File: src/rtl/gemv_pkg.sv
// Shared definitions for the GEMV weight-tile path.
// Holds the default element/tile/beat geometry, the controller and fetch
// state encodings, and the tile type shared with the GEMV engine.
package gemv_pkg;

  localparam int GEMV_DATA_WIDTH = 8;
  localparam int GEMV_TILE_SIZE  = 32;
  localparam int GEMV_BEAT_BYTES = 8;

  typedef enum logic [1:0] {
    C_IDLE = 2'd0,
    C_RUN  = 2'd1,
    C_DONE = 2'd2
  } ctrl_state_e;

  typedef enum logic [1:0] {
    F_REQ  = 2'd0,
    F_WAIT = 2'd1,
    F_END  = 2'd2
  } fetch_state_e;

  typedef logic signed [GEMV_DATA_WIDTH-1:0] tile_t [GEMV_TILE_SIZE];

endpackage

File: src/rtl/tile_buffer.sv
// Two-entry tile FIFO feeding the GEMV engine.
// Beats are written straight into the tail entry; the first beat of a tile
// clears the whole entry so that elements never written stay zero, and lanes
// at or beyond the tile's element count are written as zero.
// Ports:
//   clk_i, rst_ni            clock, async active-low reset
//   beat_we_i/first/off/n    beat write: lane k -> element off+k, zeroed if >= n
//   beat_data_i              BEAT_BYTES packed elements, lane 0 in the low byte
//   commit_i + sideband      close the tail tile with {row, last_in_row, last}
//   pop_i                    drop the head entry (ignored while empty)
//   full_o, empty_o          occupancy flags
//   head_*_o                 head entry tile and sideband
module tile_buffer
  import gemv_pkg::*;
#(
  parameter int DATA_WIDTH = GEMV_DATA_WIDTH,
  parameter int TILE_SIZE  = GEMV_TILE_SIZE,
  parameter int BEAT_BYTES = GEMV_BEAT_BYTES,
  parameter int DIM_W      = 11,
  parameter int OFF_W      = 6
) (
  input  logic                             clk_i,
  input  logic                             rst_ni,
  input  logic                             beat_we_i,
  input  logic                             beat_first_i,
  input  logic [OFF_W-1:0]                 beat_off_i,
  input  logic [OFF_W-1:0]                 beat_n_i,
  input  logic [BEAT_BYTES*DATA_WIDTH-1:0] beat_data_i,
  input  logic                             commit_i,
  input  logic [DIM_W-1:0]                 commit_row_i,
  input  logic                             commit_last_in_row_i,
  input  logic                             commit_last_i,
  input  logic                             pop_i,
  output logic                             full_o,
  output logic                             empty_o,
  output logic signed [DATA_WIDTH-1:0]     head_tile_o [TILE_SIZE],
  output logic [DIM_W-1:0]                 head_row_o,
  output logic                             head_last_in_row_o,
  output logic                             head_last_o
);

  logic [DATA_WIDTH-1:0] tile_q [2][TILE_SIZE];
  logic [DIM_W-1:0]      row_q  [2];
  logic [1:0]            lir_q;
  logic [1:0]            last_q;
  logic                  wr_ptr_q, rd_ptr_q;
  logic [1:0]            count_q, count_d;
  logic                  pop_eff;

  assign empty_o = (count_q == 2'd0);
  assign full_o  = (count_q == 2'd2);
  assign pop_eff = pop_i && !empty_o;
  // Commit and pop in the same cycle leave occupancy unchanged.
  assign count_d = count_q + {1'b0, commit_i} - {1'b0, pop_eff};

  always_ff @(posedge clk_i or negedge rst_ni) begin
    if (!rst_ni) begin
      wr_ptr_q <= 1'b0;
      rd_ptr_q <= 1'b0;
      count_q  <= 2'd0;
    end else begin
      if (commit_i) wr_ptr_q <= ~wr_ptr_q;
      if (pop_eff)  rd_ptr_q <= ~rd_ptr_q;
      count_q <= count_d;
    end
  end

  always_ff @(posedge clk_i or negedge rst_ni) begin
    if (!rst_ni) begin
      for (int s = 0; s < 2; s++) begin
        for (int e = 0; e < TILE_SIZE; e++) tile_q[s][e] <= '0;
        row_q[s] <= '0;
      end
      lir_q  <= '0;
      last_q <= '0;
    end else begin
      if (beat_we_i) begin
        if (beat_first_i) begin
          for (int e = 0; e < TILE_SIZE; e++) tile_q[wr_ptr_q][e] <= '0;
        end
        for (int k = 0; k < BEAT_BYTES; k++) begin
          tile_q[wr_ptr_q][int'(beat_off_i) + k] <=
            (int'(beat_off_i) + k < int'(beat_n_i)) ? beat_data_i[k*DATA_WIDTH +: DATA_WIDTH] : '0;
        end
      end
      if (commit_i) begin
        row_q[wr_ptr_q]  <= commit_row_i;
        lir_q[wr_ptr_q]  <= commit_last_in_row_i;
        last_q[wr_ptr_q] <= commit_last_i;
      end
    end
  end

  always_comb begin
    for (int e = 0; e < TILE_SIZE; e++) head_tile_o[e] = tile_q[rd_ptr_q][e];
    head_row_o         = row_q[rd_ptr_q];
    head_last_in_row_o = lir_q[rd_ptr_q];
    head_last_o        = last_q[rd_ptr_q];
  end

endmodule

File: src/rtl/gemv_tile_scheduler.sv
// Weight-tile fetch scheduler for the tiled GEMV engine.
// On start it walks a row-major INT8 matrix, issuing one beat read at a time,
// assembles zero-padded tiles into a two-entry buffer and presents them on a
// valid/ready port.
// Handshake: a tile transfers on a cycle where w_valid && w_ready; the head tile
// and its sideband hold while w_valid=1 and w_ready=0; w_ready with w_valid=0
// does nothing.
// Ports:
//   clk, reset_n                     clock, async active-low reset
//   start, base_addr, rows, cols     matrix request, latched in IDLE
//   busy, done                       RUN indicator, one-cycle completion pulse
//   mem_rd_en, mem_addr              beat read request
//   mem_rd_valid, mem_rd_data        beat read response (byte k = addr+k)
//   w_tile, w_valid, w_ready         head tile handshake
//   tile_row, tile_last_in_row,
//   tile_last                        head tile sideband
//   dbg_ctrl_state, dbg_fetch_state  FSM state observation
module gemv_tile_scheduler
  import gemv_pkg::*;
#(
  parameter int  DATA_WIDTH  = GEMV_DATA_WIDTH,
  parameter int  TILE_SIZE   = GEMV_TILE_SIZE,
  parameter int  BEAT_BYTES  = GEMV_BEAT_BYTES,
  parameter int  ADDR_WIDTH  = 24,
  parameter int  MAX_ROWS    = 1024,
  parameter int  MAX_COLUMNS = 1024,
  localparam int DIM_W       = $clog2(MAX_ROWS + 1)
) (
  input  logic                             clk,
  input  logic                             reset_n,
  input  logic                             start,
  input  logic [ADDR_WIDTH-1:0]            base_addr,
  input  logic [DIM_W-1:0]                 rows,
  input  logic [DIM_W-1:0]                 cols,
  output logic                             busy,
  output logic                             done,
  output logic                             mem_rd_en,
  output logic [ADDR_WIDTH-1:0]            mem_addr,
  input  logic                             mem_rd_valid,
  input  logic [BEAT_BYTES*DATA_WIDTH-1:0] mem_rd_data,
  output logic signed [DATA_WIDTH-1:0]     w_tile [TILE_SIZE],
  output logic                             w_valid,
  input  logic                             w_ready,
  output logic [DIM_W-1:0]                 tile_row,
  output logic                             tile_last_in_row,
  output logic                             tile_last,
  output logic [1:0]                       dbg_ctrl_state,
  output logic [1:0]                       dbg_fetch_state
);

  localparam int OFF_W  = $clog2(TILE_SIZE + 1);
  localparam int BOFF_W = OFF_W + 1;
  localparam int CSUM_W = $clog2(MAX_COLUMNS + TILE_SIZE + 1);

  ctrl_state_e  ctrl_q, ctrl_d;
  fetch_state_e fetch_q, fetch_d;

  logic [DIM_W-1:0]      rows_q, cols_q, row_q, col_start_q;
  logic [ADDR_WIDTH-1:0] row_base_q;
  logic [OFF_W-1:0]      beat_off_q;

  logic [DIM_W-1:0] rem;
  logic [OFF_W-1:0] tile_n;
  logic             last_beat, last_in_row, last_row;
  logic             beat_we, commit, buf_full, buf_empty;

  // Tile geometry for the tile currently being fetched.
  assign rem         = cols_q - col_start_q;
  assign tile_n      = (rem >= DIM_W'(TILE_SIZE)) ? OFF_W'(TILE_SIZE) : OFF_W'(rem);
  assign last_beat   = (BOFF_W'(beat_off_q) + BOFF_W'(BEAT_BYTES)) >= BOFF_W'(tile_n);
  assign last_in_row = (CSUM_W'(col_start_q) + CSUM_W'(TILE_SIZE)) >= CSUM_W'(cols_q);
  assign last_row    = (row_q == rows_q - DIM_W'(1));
  assign mem_addr    = row_base_q + ADDR_WIDTH'(col_start_q) + ADDR_WIDTH'(beat_off_q);

  assign w_valid         = !buf_empty;
  assign dbg_ctrl_state  = ctrl_q;
  assign dbg_fetch_state = fetch_q;

  // State registers
  always_ff @(posedge clk or negedge reset_n) begin
    if (!reset_n) begin
      ctrl_q  <= C_IDLE;
      fetch_q <= F_REQ;
    end else begin
      ctrl_q  <= ctrl_d;
      fetch_q <= fetch_d;
    end
  end

  // Next-state logic
  always_comb begin
    ctrl_d = ctrl_q;
    case (ctrl_q)
      C_IDLE: if (start) ctrl_d = (rows == '0 || cols == '0) ? C_DONE : C_RUN;
      C_RUN:  if (w_valid && w_ready && tile_last) ctrl_d = C_DONE;
      C_DONE: ctrl_d = C_IDLE;
      default: ctrl_d = C_IDLE;
    endcase
  end

  always_comb begin
    fetch_d = fetch_q;
    if (ctrl_q != C_RUN) begin
      fetch_d = F_REQ;
    end else begin
      case (fetch_q)
        F_REQ:  if (!buf_full) fetch_d = F_WAIT;
        F_WAIT: if (mem_rd_valid) fetch_d = (last_beat && last_in_row && last_row) ? F_END : F_REQ;
        F_END:  fetch_d = F_END;
        default: fetch_d = F_REQ;
      endcase
    end
  end

  // Outputs
  always_comb begin
    busy      = (ctrl_q == C_RUN);
    done      = (ctrl_q == C_DONE);
    mem_rd_en = (ctrl_q == C_RUN) && (fetch_q == F_REQ) && !buf_full;
    // Responses are only taken while a read is outstanding.
    beat_we   = (ctrl_q == C_RUN) && (fetch_q == F_WAIT) && mem_rd_valid;
    commit    = beat_we && last_beat;
  end

  // Walk counters; row_base advances by cols per row so no multiplier is needed.
  always_ff @(posedge clk or negedge reset_n) begin
    if (!reset_n) begin
      rows_q      <= '0;
      cols_q      <= '0;
      row_q       <= '0;
      col_start_q <= '0;
      row_base_q  <= '0;
      beat_off_q  <= '0;
    end else if (ctrl_q == C_IDLE) begin
      if (start) begin
        rows_q      <= rows;
        cols_q      <= cols;
        row_base_q  <= base_addr;
        row_q       <= '0;
        col_start_q <= '0;
        beat_off_q  <= '0;
      end
    end else if (beat_we) begin
      if (commit) begin
        beat_off_q <= '0;
        if (last_in_row) begin
          row_q       <= row_q + DIM_W'(1);
          row_base_q  <= row_base_q + ADDR_WIDTH'(cols_q);
          col_start_q <= '0;
        end else begin
          col_start_q <= col_start_q + DIM_W'(TILE_SIZE);
        end
      end else begin
        beat_off_q <= beat_off_q + OFF_W'(BEAT_BYTES);
      end
    end
  end

  tile_buffer #(
    .DATA_WIDTH (DATA_WIDTH),
    .TILE_SIZE  (TILE_SIZE),
    .BEAT_BYTES (BEAT_BYTES),
    .DIM_W      (DIM_W),
    .OFF_W      (OFF_W)
  ) u_buf (
    .clk_i                (clk),
    .rst_ni               (reset_n),
    .beat_we_i            (beat_we),
    .beat_first_i         (beat_off_q == '0),
    .beat_off_i           (beat_off_q),
    .beat_n_i             (tile_n),
    .beat_data_i          (mem_rd_data),
    .commit_i             (commit),
    .commit_row_i         (row_q),
    .commit_last_in_row_i (last_in_row),
    .commit_last_i        (last_in_row && last_row),
    .pop_i                (w_valid && w_ready),
    .full_o               (buf_full),
    .empty_o              (buf_empty),
    .head_tile_o          (w_tile),
    .head_row_o           (tile_row),
    .head_last_in_row_o   (tile_last_in_row),
    .head_last_o          (tile_last)
  );

endmodule
File: config.mk
export PLATFORM = sky130hd
export DESIGN_NAME = gemv_tile_scheduler
export DESIGN_NICKNAME = d
export VERILOG_FILES = /design/src/rtl/gemv_pkg.sv /design/src/rtl/tile_buffer.sv /design/src/rtl/gemv_tile_scheduler.sv
export SDC_FILE = /design/constraint.sdc
export NUM_CORES = 1
export LEC_CHECK = 0
export ABC_AREA = 1
export BUFFER_PORTS_ARGS = -buffer_cell sky130_fd_sc_hd__buf_2
export CORE_UTILIZATION = 40
export CTS_CLUSTER_SIZE = 24
export DETAILED_ROUTE_END_ITERATION = 12
export SYNTH_ARGS = -nofsm -noshare
export SYNTH_HDL_FRONTEND = slang
export SYNTH_SLANG_ARGS = --single-unit
File: constraint.sdc
create_clock -name clk -period 6.98 [get_ports clk]
set_input_delay 0 -clock clk [delete_from_list [all_inputs] [get_ports clk]]
set_output_delay 0 -clock clk [all_outputs]
set_load 0.005 [all_outputs]
==> run metrics <==
max-slew violation count=0; Worst path top cell family by delay=simple AND/OR/NAND/NOR gates; number of CTS-inserted buffers=70; layout cells sized above 1=13.91%; pwr dens=roughly 460 nW/um^2; Die Ht=between 200 and 300 um; status=finished, final reports clean; # diodes=0; Top FF cell, synth=dfrtp_1; R2R Path End=row_base_q[4]; # setup viols final=0; cell count along the critical path=21; Area growth syn-to-layout=20.18%; P_leak=20.16 nW; CP Data Required Time=between 7 and 8 ns; width of the die=approximately 280 um; reg2reg start=col_start_q[7]; flop-to-flop setup slack=slightly above 2 ns; MaxCap Viol Count=0; final period utilization=70.70%; dpl hpwl=61550 um; Post-Layout Cell Count=roughly 5400; Crit Path Max Fanout=38; FF-to-FF path depth=21; most frequent CP cell=nand2_1; number of global-route vias before repair=26850; core area=between 70000 and 80000 sq um; Min Clock Period, post-route=roughly 4.9 ns; Post-CTS Setup Inserts=0; Worst setup EP type=flop; clock insertion delay at the later pin of the skew report=0.63 ns; DR vias/cell=between 5 and 6; #FFs+latches synth=between 600 and 700; Initial Utilization=about two fifths; clk buf depth=3; final net count=4597; CP startpoint=col_start_q[7]; Hold Crit Start=rows[10]; commonest non-fill, non-tap cells in the layout=1945 x nand2_1, 611 x dfrtp_1, 414 x buf_2; Hold Slack=between 0.15 and 0.2 ns; DIE AREA=approximately 77000 sq um; CTS Sinks=612; Data arrival, critical path=5.48 ns; Critical Path End=row_base_q[4]; Placed Cells=~5200; initial antenna violation count=0; crit path cell chain=inv_1 > ha_1 > inv_2 > a21oi_2 > nand2_1 > nor2_1 > nand2_1 > nor2_4 > nand2_2 > nor2_8 > nand2_1 > ha_1 > a21oi_1 > nor2_1 > nor3b_1 > nand2_1 > nand2_1 > nand2_2 > nand2_2 > nand2_1 > nand2_1; Peak VDD IR=between 0.0002 and 0.0003 V; Slew HR=a little over a fifth; Gate Count Post-Synth=around 4000; Reg clk slew, reported paths=around 0.060 ns; GPL Wtd Cong=~0.90; yosys warns=0; CP max stage delay=0.77 ns; CTS root buf=clkbuf_16; average wire per standard cell=around 19 um; Final Hold Fails=0; Post-route DRC=0; leading cell type in the layout, fill and taps excluded=nand2_1; post-route ant nets=0; final core utilization=between 40% and 50%; Post-synth EDFFs=0; row cnt=100; CP startpoint kind=flop; setup TNS=0 ns; synthesized area=~30000 sq um; Total Routed Length=between 100000 and 150000 um; num ports=roughly 420; post-synthesis area per instance=between 7 and 8 sq um; 1st-pass router iterations=5; Crit Path Category=flop to flop; Fmax=between 0.2 and 0.25 GHz; H-tree depth=3; Slowest-stage cell, CP=nand2_2; PortBufs=slightly above 400; post-synth cell types=46; gr usage total=between 20% and 30%; first-pass GRT wire length=between 150000 and 200000 um; worst path buffer plus inverter count=2; RSZ-0062 raised after global routing=no; slew at the pin closest to its max-slew limit=1.179 ns; DRT iter0 DRCs=2728; DR vias=27780; CTS tree=yes; GRT overflow=0; ys async rst share=100.0%; post-synthesis sequential area ratio=about half; Worst Hold Class=input port to flop; largest net degree at the start of global routing=between 150 and 200; clock skew=about 0.027 ns
tightest hold or removal path, cell delays in order:
cell and delay [ns]:
dlygate4sd3_1 0.52, buf_2 0.11, mux2_2 0.13
final cells by class:
type / count / area, sq um
multi-input cells: 2925 / 13240
clock buffers: 103 / 2017
well taps: 969 / 1212
repair buffers: 566 / 3581
flip-flops and latches: 612 / 15320
inverters: 242 / 913.4
clock inverters: 18 / 281.5
fillers: 7374 / 38260
where the power goes:
part           switching, mW  internal [mW]
Sequential             0.943           5.03
Combinational           4.78           2.46
Clock                   1.52           2.20
Yosys cell counts (6+ instances only):
library cell | count | share of area (%)
nand4_1 | 14 | 0.29
o22ai_1 | 33 | 0.68
dfrtp_1 | 612 | 50
nor4_1 | 6 | 0.12
nor2_4 | 10 | 0.37
buf_1 | 15 | 0.19
inv_1 | 228 | 2.8
xor2_1 | 48 | 1.4
buf_6 | 9 | 0.33
o21ai_1 | 10 | 0.16
nor3b_1 | 6 | 0.15
clkbuf_1 | 152 | 1.9
a21oi_1 | 52 | 0.86
clkbuf_2 | 24 | 0.39
nand2_2 | 7 | 0.14
nand2_1 | 1945 | 24
or2_2 | 12 | 0.25
nor2_1 | 86 | 1.1
buf_2 | 33 | 0.54
ha_1 | 62 | 2.5
inv_2 | 13 | 0.16
o21ai_0 | 267 | 4.4
buf_4 | 6 | 0.15
xnor2_1 | 16 | 0.46
nand3_1 | 286 | 4.7
nor3_1 | 19 | 0.31
layer usage:
metal / global-route usage [%] / vias to the layer above / share of wire [%]
li1: - / 13340 / -
met1: 36.11 / 13320 / 44
met2: 42.03 / 967 / 47
met3: 3.605 / 166 / 6.0
met4: 9.421 / 0 / 3.2
met5: 0 / - / 0
state kept, by name (all words and copies together) (netlist names):
name	count
u_buf.last_q	2
col_start_q	6
u_buf.wr_ptr_q	1
row_base_q	24
u_buf.count_q	2
u_buf.row_q	22
dbg_fetch_state	2
u_buf.lir_q	2
row_q	11
rows_q	11
beat_off_q	3
u_buf.rd_ptr_q	1
dbg_ctrl_state	2
cols_q	11
u_buf.tile_q	512
timing repair:
item,in CTS,in global routing
resized for setup,0,0
hold buffers,117,0
endpoints found under the hold margin,666,0
per-stage QoR:
step	total power [mW]	area (sq um)	setup slack (ns)
finish	16.93	36570	2.045
global route	18.18	36570	1.564
CTS	17.01	36570	2.063
detailed placement	13.16	33080	2.091
global placement	13.07	33080	2.205
floorplan	10.32	30440	3.759
worst min-delay path by stage:
stage,end,slack (ns),cells past startpoint
floorplan,beat_off_q[3],-0.30,0
global placement,u_buf.tile_q[70],0.04,1
detailed placement,u_buf.tile_q[389],0.03,1
CTS,rows_q[5],0.15,3
global route,rows_q[10],0.20,3
finish,rows_q[10],0.20,3
logic make-up after synthesis:
group                      count (synthesis)  share of synthesized area (%)
DFF                                      612                          50.34
xor gates and xnor gates                  65                          1.916
muxes                                      3                         0.1110
adders and majority gates                 65                          2.747
other                                      2                        0.02468
and+or+nand+nor                         2401                          31.67
AOI/OAI and AO/OA                        385                          6.732
buffers and inverters                    481                          6.465
Note: power is estimated with default switching activity, not from simulation.
